===== src/rtl/branch_ctrl.sv =====
// rtl/branch_ctrl.sv - conditional branch sequencer: flag-hazard stall, evaluate, redirect, flush
// One branch in flight at a time; cond_true from flag_rf is sampled only in the single EVAL cycle.
module branch_ctrl #(
   parameter int unsigned FLAG_LAT     = 2,
   parameter int unsigned FLUSH_CYCLES = 2,
   parameter int unsigned PC_W         = 16,
   parameter logic [3:0]  OP_B         = 4'hB
) (
   input  logic            clk_i,
   input  logic            rst_ni,
   input  logic            instr_valid_i,
   input  logic [15:0]     instr_i,
   input  logic [PC_W-1:0] instr_pc_i,
   output logic            instr_ready_o,
   input  logic            flag_wr_issue_i,
   output logic [15:0]     cond_instr_o,
   input  logic            cond_true_i,
   output logic            stall_o,
   output logic            redirect_o,
   output logic [PC_W-1:0] pc_target_o,
   output logic            flush_o,
   output logic [15:0]     taken_cnt_o,
   output logic [15:0]     nt_cnt_o
);

   typedef enum logic [1:0] {
      S_IDLE  = 2'd0,
      S_EVAL  = 2'd1,
      S_FLUSH = 2'd2
   } state_e;

   localparam logic [2:0] FLAG_INIT  = 3'(FLAG_LAT);
   localparam logic [2:0] FLUSH_INIT = 3'(FLUSH_CYCLES);

   state_e          state_q, state_d;
   logic [2:0]      flag_cnt_q, flag_cnt_d;
   logic [2:0]      flush_cnt_q, flush_cnt_d;
   logic [15:0]     cond_instr_q, cond_instr_d;
   logic [PC_W-1:0] pc_l_q, pc_l_d;
   logic [PC_W-1:0] pc_target_q, pc_target_d;
   logic [15:0]     taken_cnt_q, taken_cnt_d;
   logic [15:0]     nt_cnt_q, nt_cnt_d;

   logic            is_br;
   logic            ready;
   logic [PC_W-1:0] off_ext;

   // A branch may not enter while flags are still being produced, including the issuing cycle.
   assign is_br   = instr_valid_i & (instr_i[15:12] == OP_B);
   assign ready   = (state_q == S_IDLE) & ~(is_br & ((flag_cnt_q != 3'd0) | flag_wr_issue_i));
   assign off_ext = {{(PC_W-8){cond_instr_q[7]}}, cond_instr_q[7:0]};

   assign instr_ready_o = ready;
   assign stall_o       = ~ready & instr_valid_i;
   assign cond_instr_o  = cond_instr_q;
   assign pc_target_o   = pc_target_q;
   assign flush_o       = (state_q == S_FLUSH);
   assign redirect_o    = (state_q == S_FLUSH) & (flush_cnt_q == FLUSH_INIT);
   assign taken_cnt_o   = taken_cnt_q;
   assign nt_cnt_o      = nt_cnt_q;

   always_comb begin
      state_d      = state_q;
      flush_cnt_d  = flush_cnt_q;
      cond_instr_d = cond_instr_q;
      pc_l_d       = pc_l_q;
      pc_target_d  = pc_target_q;
      taken_cnt_d  = taken_cnt_q;
      nt_cnt_d     = nt_cnt_q;

      if (flag_wr_issue_i) begin
         flag_cnt_d = FLAG_INIT;
      end else if (flag_cnt_q != 3'd0) begin
         flag_cnt_d = flag_cnt_q - 3'd1;
      end else begin
         flag_cnt_d = 3'd0;
      end

      case (state_q)
         S_IDLE: begin
            if (is_br & ready) begin
               cond_instr_d = instr_i;
               pc_l_d       = instr_pc_i;
               state_d      = S_EVAL;
            end
         end
         S_EVAL: begin
            if (cond_true_i) begin
               pc_target_d = pc_l_q + PC_W'(1) + off_ext;
               taken_cnt_d = (taken_cnt_q == 16'hFFFF) ? taken_cnt_q : taken_cnt_q + 16'd1;
               flush_cnt_d = FLUSH_INIT;
               state_d     = S_FLUSH;
            end else begin
               nt_cnt_d = (nt_cnt_q == 16'hFFFF) ? nt_cnt_q : nt_cnt_q + 16'd1;
               state_d  = S_IDLE;
            end
         end
         S_FLUSH: begin
            flush_cnt_d = flush_cnt_q - 3'd1;
            if (flush_cnt_q == 3'd1) begin
               state_d = S_IDLE;
            end
         end
         default: begin
            state_d = S_IDLE;
         end
      endcase
   end

   always_ff @(posedge clk_i) begin
      if (!rst_ni) begin
         state_q      <= S_IDLE;
         flag_cnt_q   <= 3'd0;
         flush_cnt_q  <= 3'd0;
         cond_instr_q <= 16'h0000;
         pc_l_q       <= '0;
         pc_target_q  <= '0;
         taken_cnt_q  <= 16'd0;
         nt_cnt_q     <= 16'd0;
      end else begin
         state_q      <= state_d;
         flag_cnt_q   <= flag_cnt_d;
         flush_cnt_q  <= flush_cnt_d;
         cond_instr_q <= cond_instr_d;
         pc_l_q       <= pc_l_d;
         pc_target_q  <= pc_target_d;
         taken_cnt_q  <= taken_cnt_d;
         nt_cnt_q     <= nt_cnt_d;
      end
   end

endmodule


===== config.mk =====
export PLATFORM = sky130hd
export DESIGN_NAME = branch_ctrl
export DESIGN_NICKNAME = d
export VERILOG_FILES = /design/src/rtl/branch_ctrl.sv
export SDC_FILE = /design/constraint.sdc
export NUM_CORES = 1
export LEC_CHECK = 0
export CAP_MARGIN = 10
export CORE_UTILIZATION = 40
export CTS_CLUSTER_SIZE = 14
export DETAILED_ROUTE_END_ITERATION = 7
export GPL_TIMING_DRIVEN = 0
export PLACE_DENSITY_LB_ADDON = 0.25
export SETUP_SLACK_MARGIN = 0.15
export SKIP_LAST_GASP = 1
export SLEW_MARGIN = 10
export SYNTH_ARGS = -nofsm -noshare
export SYNTH_HDL_FRONTEND = slang
export SYNTH_SLANG_ARGS = --single-unit

===== constraint.sdc =====
create_clock -name clk_i -period 2.4 [get_ports clk_i]
set_input_delay 0.36 -clock clk_i [delete_from_list [all_inputs] [get_ports clk_i]]
set_output_delay 0.36 -clock clk_i [all_outputs]
set_load 0.01 [all_outputs]

=== After elaboration in Yosys (flattened, before gate mapping) ===
Index checks and enable logic that the tools add are counted.

* Output and inout bits: 68
* Register bits: 88
* Word-level logic and storage cells: 57
* Bits of input ports: 37

* Eq/ne operators: 10
* Bitwise operators: 14
* Multiplexer cells: 8
* Reduce and logical (&&, ||, !) cells: 10
* $add $sub $neg: 6

{| class="wikitable"
|+ Operators with widths
! operator !! number
|-
| 16-bit by 1-bit adder with 16-bit output, second input constant || 3
|-
| 16-bit == test, second input constant || 2
|-
| 16-bit adder || 1
|-
| 2-bit 2-to-1 mux || 5
|-
| 2-bit AND reduction || 4
|-
| 1-bit NOT || 7
|-
| 1-bit bitwise AND || 6
|-
| 2-bit one-hot mux with 3 select lines || 1
|-
| 3-bit one-hot mux with 2 select lines || 1
|-
| 3-bit AND reduction || 2
|-
| 3-bit by 1-bit subtractor with 3-bit output, second input constant || 2
|-
| 4-bit == test, second input constant || 1
|-
| 2-bit by 1-bit inequality test with 1-bit output, second input constant || 2
|-
| 3-bit by 1-bit == test with 1-bit output, second input constant || 1
|-
| 3-bit by 2-bit == test with 1-bit output, second input constant || 1
|-
| 3-bit 2-to-1 mux || 1
|-
| 3-bit nonzero test || 1
|-
| 3-bit OR reduction || 1
|-
| 2-bit by 1-bit == test with 1-bit output, second input constant || 1
|-
| 2-bit == test, second input constant || 1
|-
| 2-bit zero test || 1
|-
| 2-bit inequality test, second input constant || 1
|-
| 2-bit nonzero test || 1
|-
| 1-bit bitwise OR || 1
|}

=== Depth between registers and ports, before layout ===
Gate-level depths: netlist of the first run.

* Depth after elaboration: 8
* Gate-level depth with buffers: 10
* Gate-level depth less buffers: 10

=== Worst setup path before layout of the first run ===
No wires, ideal clock.

* Kind: flip-flop to flip-flop
* Start: register cond_instr_q[7] (netlist: cond_instr_o[7])
* End: register pc_target_q[14] (netlist: pc_target_o[14])
* Arrival time: 2.018 ns
* Library setup time: 0.122 ns
* Required time: 2.278 ns
* Stages on the path, launching flop included: 9
* Period minus slack after synthesis: 2.141 ns
* Path buffers: 1
* Setup slack: 0.259 ns
* Path through: dfxtp_1 ha_1 clkbuf_1 a21oi_1 o211ai_1 a221oi_1 a21oi_1 xnor2_1 o21ai_0

* Word-level cells in the longest chain between the ends: 1

{| class="wikitable"
|+ Ends and longest elaborated chain
! what !! RTL line !! text
|-
| start: declaration || 38 || <nowiki>logic [15:0] cond_instr_q, cond_instr_d;</nowiki>
|-
| start signal: assignment || 124 || <nowiki>cond_instr_q <= cond_instr_d;</nowiki>
|-
| 16-bit adder || 89 || <nowiki>pc_target_d = pc_l_q + PC_W'(1) + off_ext;</nowiki>
|-
| end signal: assignment || 126 || <nowiki>pc_target_q <= pc_target_d;</nowiki>
|-
| end: declaration || 40 || <nowiki>logic [PC_W-1:0] pc_target_q, pc_target_d;</nowiki>
|}

Every way passes these cells.
A chain may end at the register's enable or synchronous reset.

=== Worst setup path in the final report of the first run ===
* Start: register state_q[1]
* End: output redirect_o

* Word-level cells in the longest chain between the ends: 2

{| class="wikitable"
|+ Ends and longest elaborated chain
! what !! RTL line !! text
|-
| start: declaration || 35 || <nowiki>state_e state_q, state_d;</nowiki>
|-
| start signal: assignment || 121 || <nowiki>state_q <= state_d;</nowiki>
|-
| 2-bit == test || 58 || <nowiki>assign redirect_o = (state_q == S_FLUSH) & (flush_cnt_q == FLUSH_INIT);</nowiki>
|-
| 1-bit bitwise AND || 58 ||
|-
| end: declaration || 19 || <nowiki>output logic redirect_o,</nowiki>
|}

Every way passes these cells.

==> results.toml, run 1 <==
[run_status]
outcome = "finished clean"

[synth]
synth-simple-area-share_pct = 26.98
synth-seq-area-share_pct = 41.84
synth_largest_area_cell = "dfxtp_1"
yosys.area_share.adder_pct = 6.419
async_flop_share_pct = 0
synth_xor_area_share_pct = 7.281
syn_area_um2 = 4210
ys_types = 48
synth.top_cell.area_share_pct = 41.84
synth_mux_area_share_pct = 0.5052
syn_inst = 522
synth_ff_type = "dfxtp_1"
synth-compound-area-share_pct = 13.58
synth_edf_count = 0
synth_top_family_by_area = "simple AND/OR/NAND/NOR gates"
ys_warn_count = 0
synth.avg_cell_area_um2 = 8.066
syn_nets = 580
ys_ff_latch = 88
synth_area_leaders = "dfxtp_1 (42%), nand2_1 (8.2%), a21oi_1 (7.0%), ha_1 (5.9%), xor2_1 (4.8%)"

[grt]
grt.overflow.total = 0
grtUsageMet3_pct = 2.932
antenna_found_initial = 0
grt_usage_pct = 19.36
use_met2_pct = 33.25
met1_usage_pct = 24.62
busiest_layer = "met2"
grt_pass1_vias = 3715
grt_first_pass_wirelength_um = 17280
grt_max_degree = 15

[power]
switchingPower_uw = 593.5
netSwitchingFraction_pct = 20.86
power_frac_clock_pct = 44.1
seqPwrFrac_pct = 51.6
p_leak_uw = 0.002079
powerDensity_nw_per_um2 = 497.9
p_comb_share_pct = 4.4
ir_drop_v = 0.0002608
p_int_uw = 2252
power.total_uw = 2845

[worst_setup_path]
path_max_fanout = 7
path_delay_family = "buffers and inverters"
worstPathRequired_ps = 2040
critPathMaxStageDelay_ps = 550
path_buf_inv = 2
cp-end-kind = "primary output"
cp_slowest_cell = "clkdlybuf4s50_1"
arrival_ps = 1780
crit_path_start_kind = "flip-flop"
cp_cell_sequence = "nand2b_1 > inv_2 > and3_1 > clkdlybuf4s50_1"
critPathKind = "reg -> out"

[detailed_routing]
ant_nets = 0
wl_per_cell_um = 13.44
avgViaCountPerCell = 5.086
route.vias.total = 3962
firstDrtPassIters = 4
drt_iter0_drc = 144
drc_errors = 0
drt-total-wl_um = 10470

[timing]
period_share_pct = 89.09
min_period_ps = 2138
finClkSkew_ps = 6.661
tightest_slew_ps = 684.3
setup_tns_ps = 0
setup_violations = 0
max_slew_margin_pct = 54.38
fmax_mhz = 467.7
drv_slew = 0
hold_viol = 0
rsz0062_at_grt = "yes"

[clock_network]
cts_buffer_depth = 2
h-tree-depth = 3
clock_sinks = 88
clock_latency_ps = 350
cts_tree = "built"
clkTransAtPathRegs_ps = 90
cts_hold_buf = 0
cts_buffers = 9
cts_root_buf = "clkbuf_8"

[floorplan]
rows = 37
core_area_um2 = 10280
die_h_um = 104.6
start_util_pct = 40.97
io_pins = 105
fp.dieW_um = 104.6
dieArea_um2 = 10940

[cells_and_area]
n_antenna_cell = 0
syn_to_final_growth_pct = 35.72
utilization_pct = 55.60
fillCellCount = 992
nets = 696
drive_gt1_share_pct = 5.754
final_common_cell = "clkdlybuf4s50_1"
final_cell_mix = "clkdlybuf4s50_1 (101), nand2_1 (92), dfxtp_1 (85)"
final_cell_count_no_fill = 779

[placement]
hpwl_um = 7880
placedCellCount = 761
numPortBuffers = 103
routabilityCongestion = 0.8454

[min_path]
hold_path_class = "in -> reg"

[job]
cap_violations = 0
-- sequential cells by signal, indices dropped and copies added (netlist names) --
register,cells
taken_cnt_o,16
nt_cnt_o,16
flush_cnt_q,3
flag_cnt_q,3
pc_target_o,16
cond_instr_o,16
state_q,2
pc_l_q,16
-- layout make-up --
| cell class | instances | area, um^2 | share of cell area [%] |
|---|---|---|---|
| plain buffers | 25 | 98.84 | 1.730 |
| clock buffers | 11 | 141.4 | 2.474 |
| clock inverters | 5 | 103.9 | 1.817 |
| inverters | 13 | 48.80 | 0.8540 |
| multi-input cells | 396 | 2336 | 40.88 |
| flip-flops and latches | 88 | 1768 | 30.94 |
| well taps | 136 | 170.2 | 2.978 |
| repair buffers | 105 | 1047 | 18.33 |
-- power groups by stage --
stage | clock network, uW | registers (uW) | logic [uW]
global route | 1340 | 1470 | 135
floorplan | 0 | 1500 | 41.8
CTS | 1270 | 1470 | 124
global placement | 0 | 1500 | 122
finish | 1250 | 1470 | 125
detailed placement | 0 | 1500 | 123
-- cell usage after synthesis (4+ instances only) --
master and instances:
ha_1 20, xor2_1 23, or3_1 4, dfxtp_1 88
o21a_1 4, a21oi_1 59, nor2_1 53, inv_1 12
a211oi_1 5, o21ai_0 15, xnor2_1 12, and3_1 12
nand2_1 92, a21o_1 4, nand3_1 30, nor3_1 7
nand4_1 12, clkbuf_1 24
-- layer usage --
layer	vias up	routed length, um
met4	0	138
met3	14	464
met5	-	0
met1	1806	4831
li1	2030	-
met2	112	5038
-- tightest hold or removal path, stage by stage --
cell	delay, ps
clkbuf_1	150
o21ai_0	120
a211oi_1	50
-- kinds of logic (layout without fill, tap and decap cells) --
kind of cell / after synthesis / in the layout
buffers and inverters: 38 / 159
flip-flops: 88 / 88
XOR/XNOR: 35 / 35
AO/OA/AOI/OAI: 100 / 100
multiplexers: 2 / 2
adder cells (fa/ha/maj): 21 / 21
AND/OR/NAND/NOR: 238 / 238
-- path summary, 6_finish.rpt --
| check | start | endpoint | slack [ps] | cells after the start |
|---|---|---|---|---|
| max | state_q[1] | redirect_o | 260 | 4 |
| max reg2reg | cond_instr_o[0] | pc_target_o[14] | 270 | 10 |
| min | rst_ni | pc_target_o[15] | 370 | 3 |
| min reg2reg | pc_target_o[6] | pc_target_o[6] | 450 | 2 |
-- per-stage QoR --
stage | setup WS (ps) | area (um^2) | hold slack, ps
floorplan | 259.4 | 4210 | 422.5
global placement | -124.0 | 5411 | 434.0
detailed placement | -210.8 | 5411 | 448.4
CTS | 139.3 | 5678 | 358.3
global route | 66.68 | 5714 | 392.9
finish | 261.8 | 5714 | 368.8
-- what timing repair did --
item	in CTS	in global routing
setup buffers	1	1
pin swaps	1	4
gates resized for setup	5	18
endpoints found under the setup margin	6	26
No activity file was read; power rests on OpenSTA's default activity.
==> run 2, diff against run 1 <==
--- a/config.mk
+++ b/config.mk
@@ -13,7 +13,7 @@
 export PLACE_DENSITY_LB_ADDON = 0.25
 export SETUP_SLACK_MARGIN = 0.15
 export SKIP_LAST_GASP = 1
-export SLEW_MARGIN = 10
+export SLEW_MARGIN = 20
 export SYNTH_ARGS = -nofsm -noshare
 export SYNTH_HDL_FRONTEND = slang
 export SYNTH_SLANG_ARGS = --single-unit
==> results of run 2 <==
Final layout, timing and power as in run 1 (identical DEF).
==> run 3, diff against run 2 <==
--- a/config.mk
+++ b/config.mk
@@ -9,6 +9,7 @@
 export CORE_UTILIZATION = 40
 export CTS_CLUSTER_SIZE = 14
 export DETAILED_ROUTE_END_ITERATION = 7
+export GPL_ROUTABILITY_DRIVEN = 0
 export GPL_TIMING_DRIVEN = 0
 export PLACE_DENSITY_LB_ADDON = 0.25
 export SETUP_SLACK_MARGIN = 0.15
==> results of run 3 <==
Final layout, timing and power as in run 1 (identical DEF).
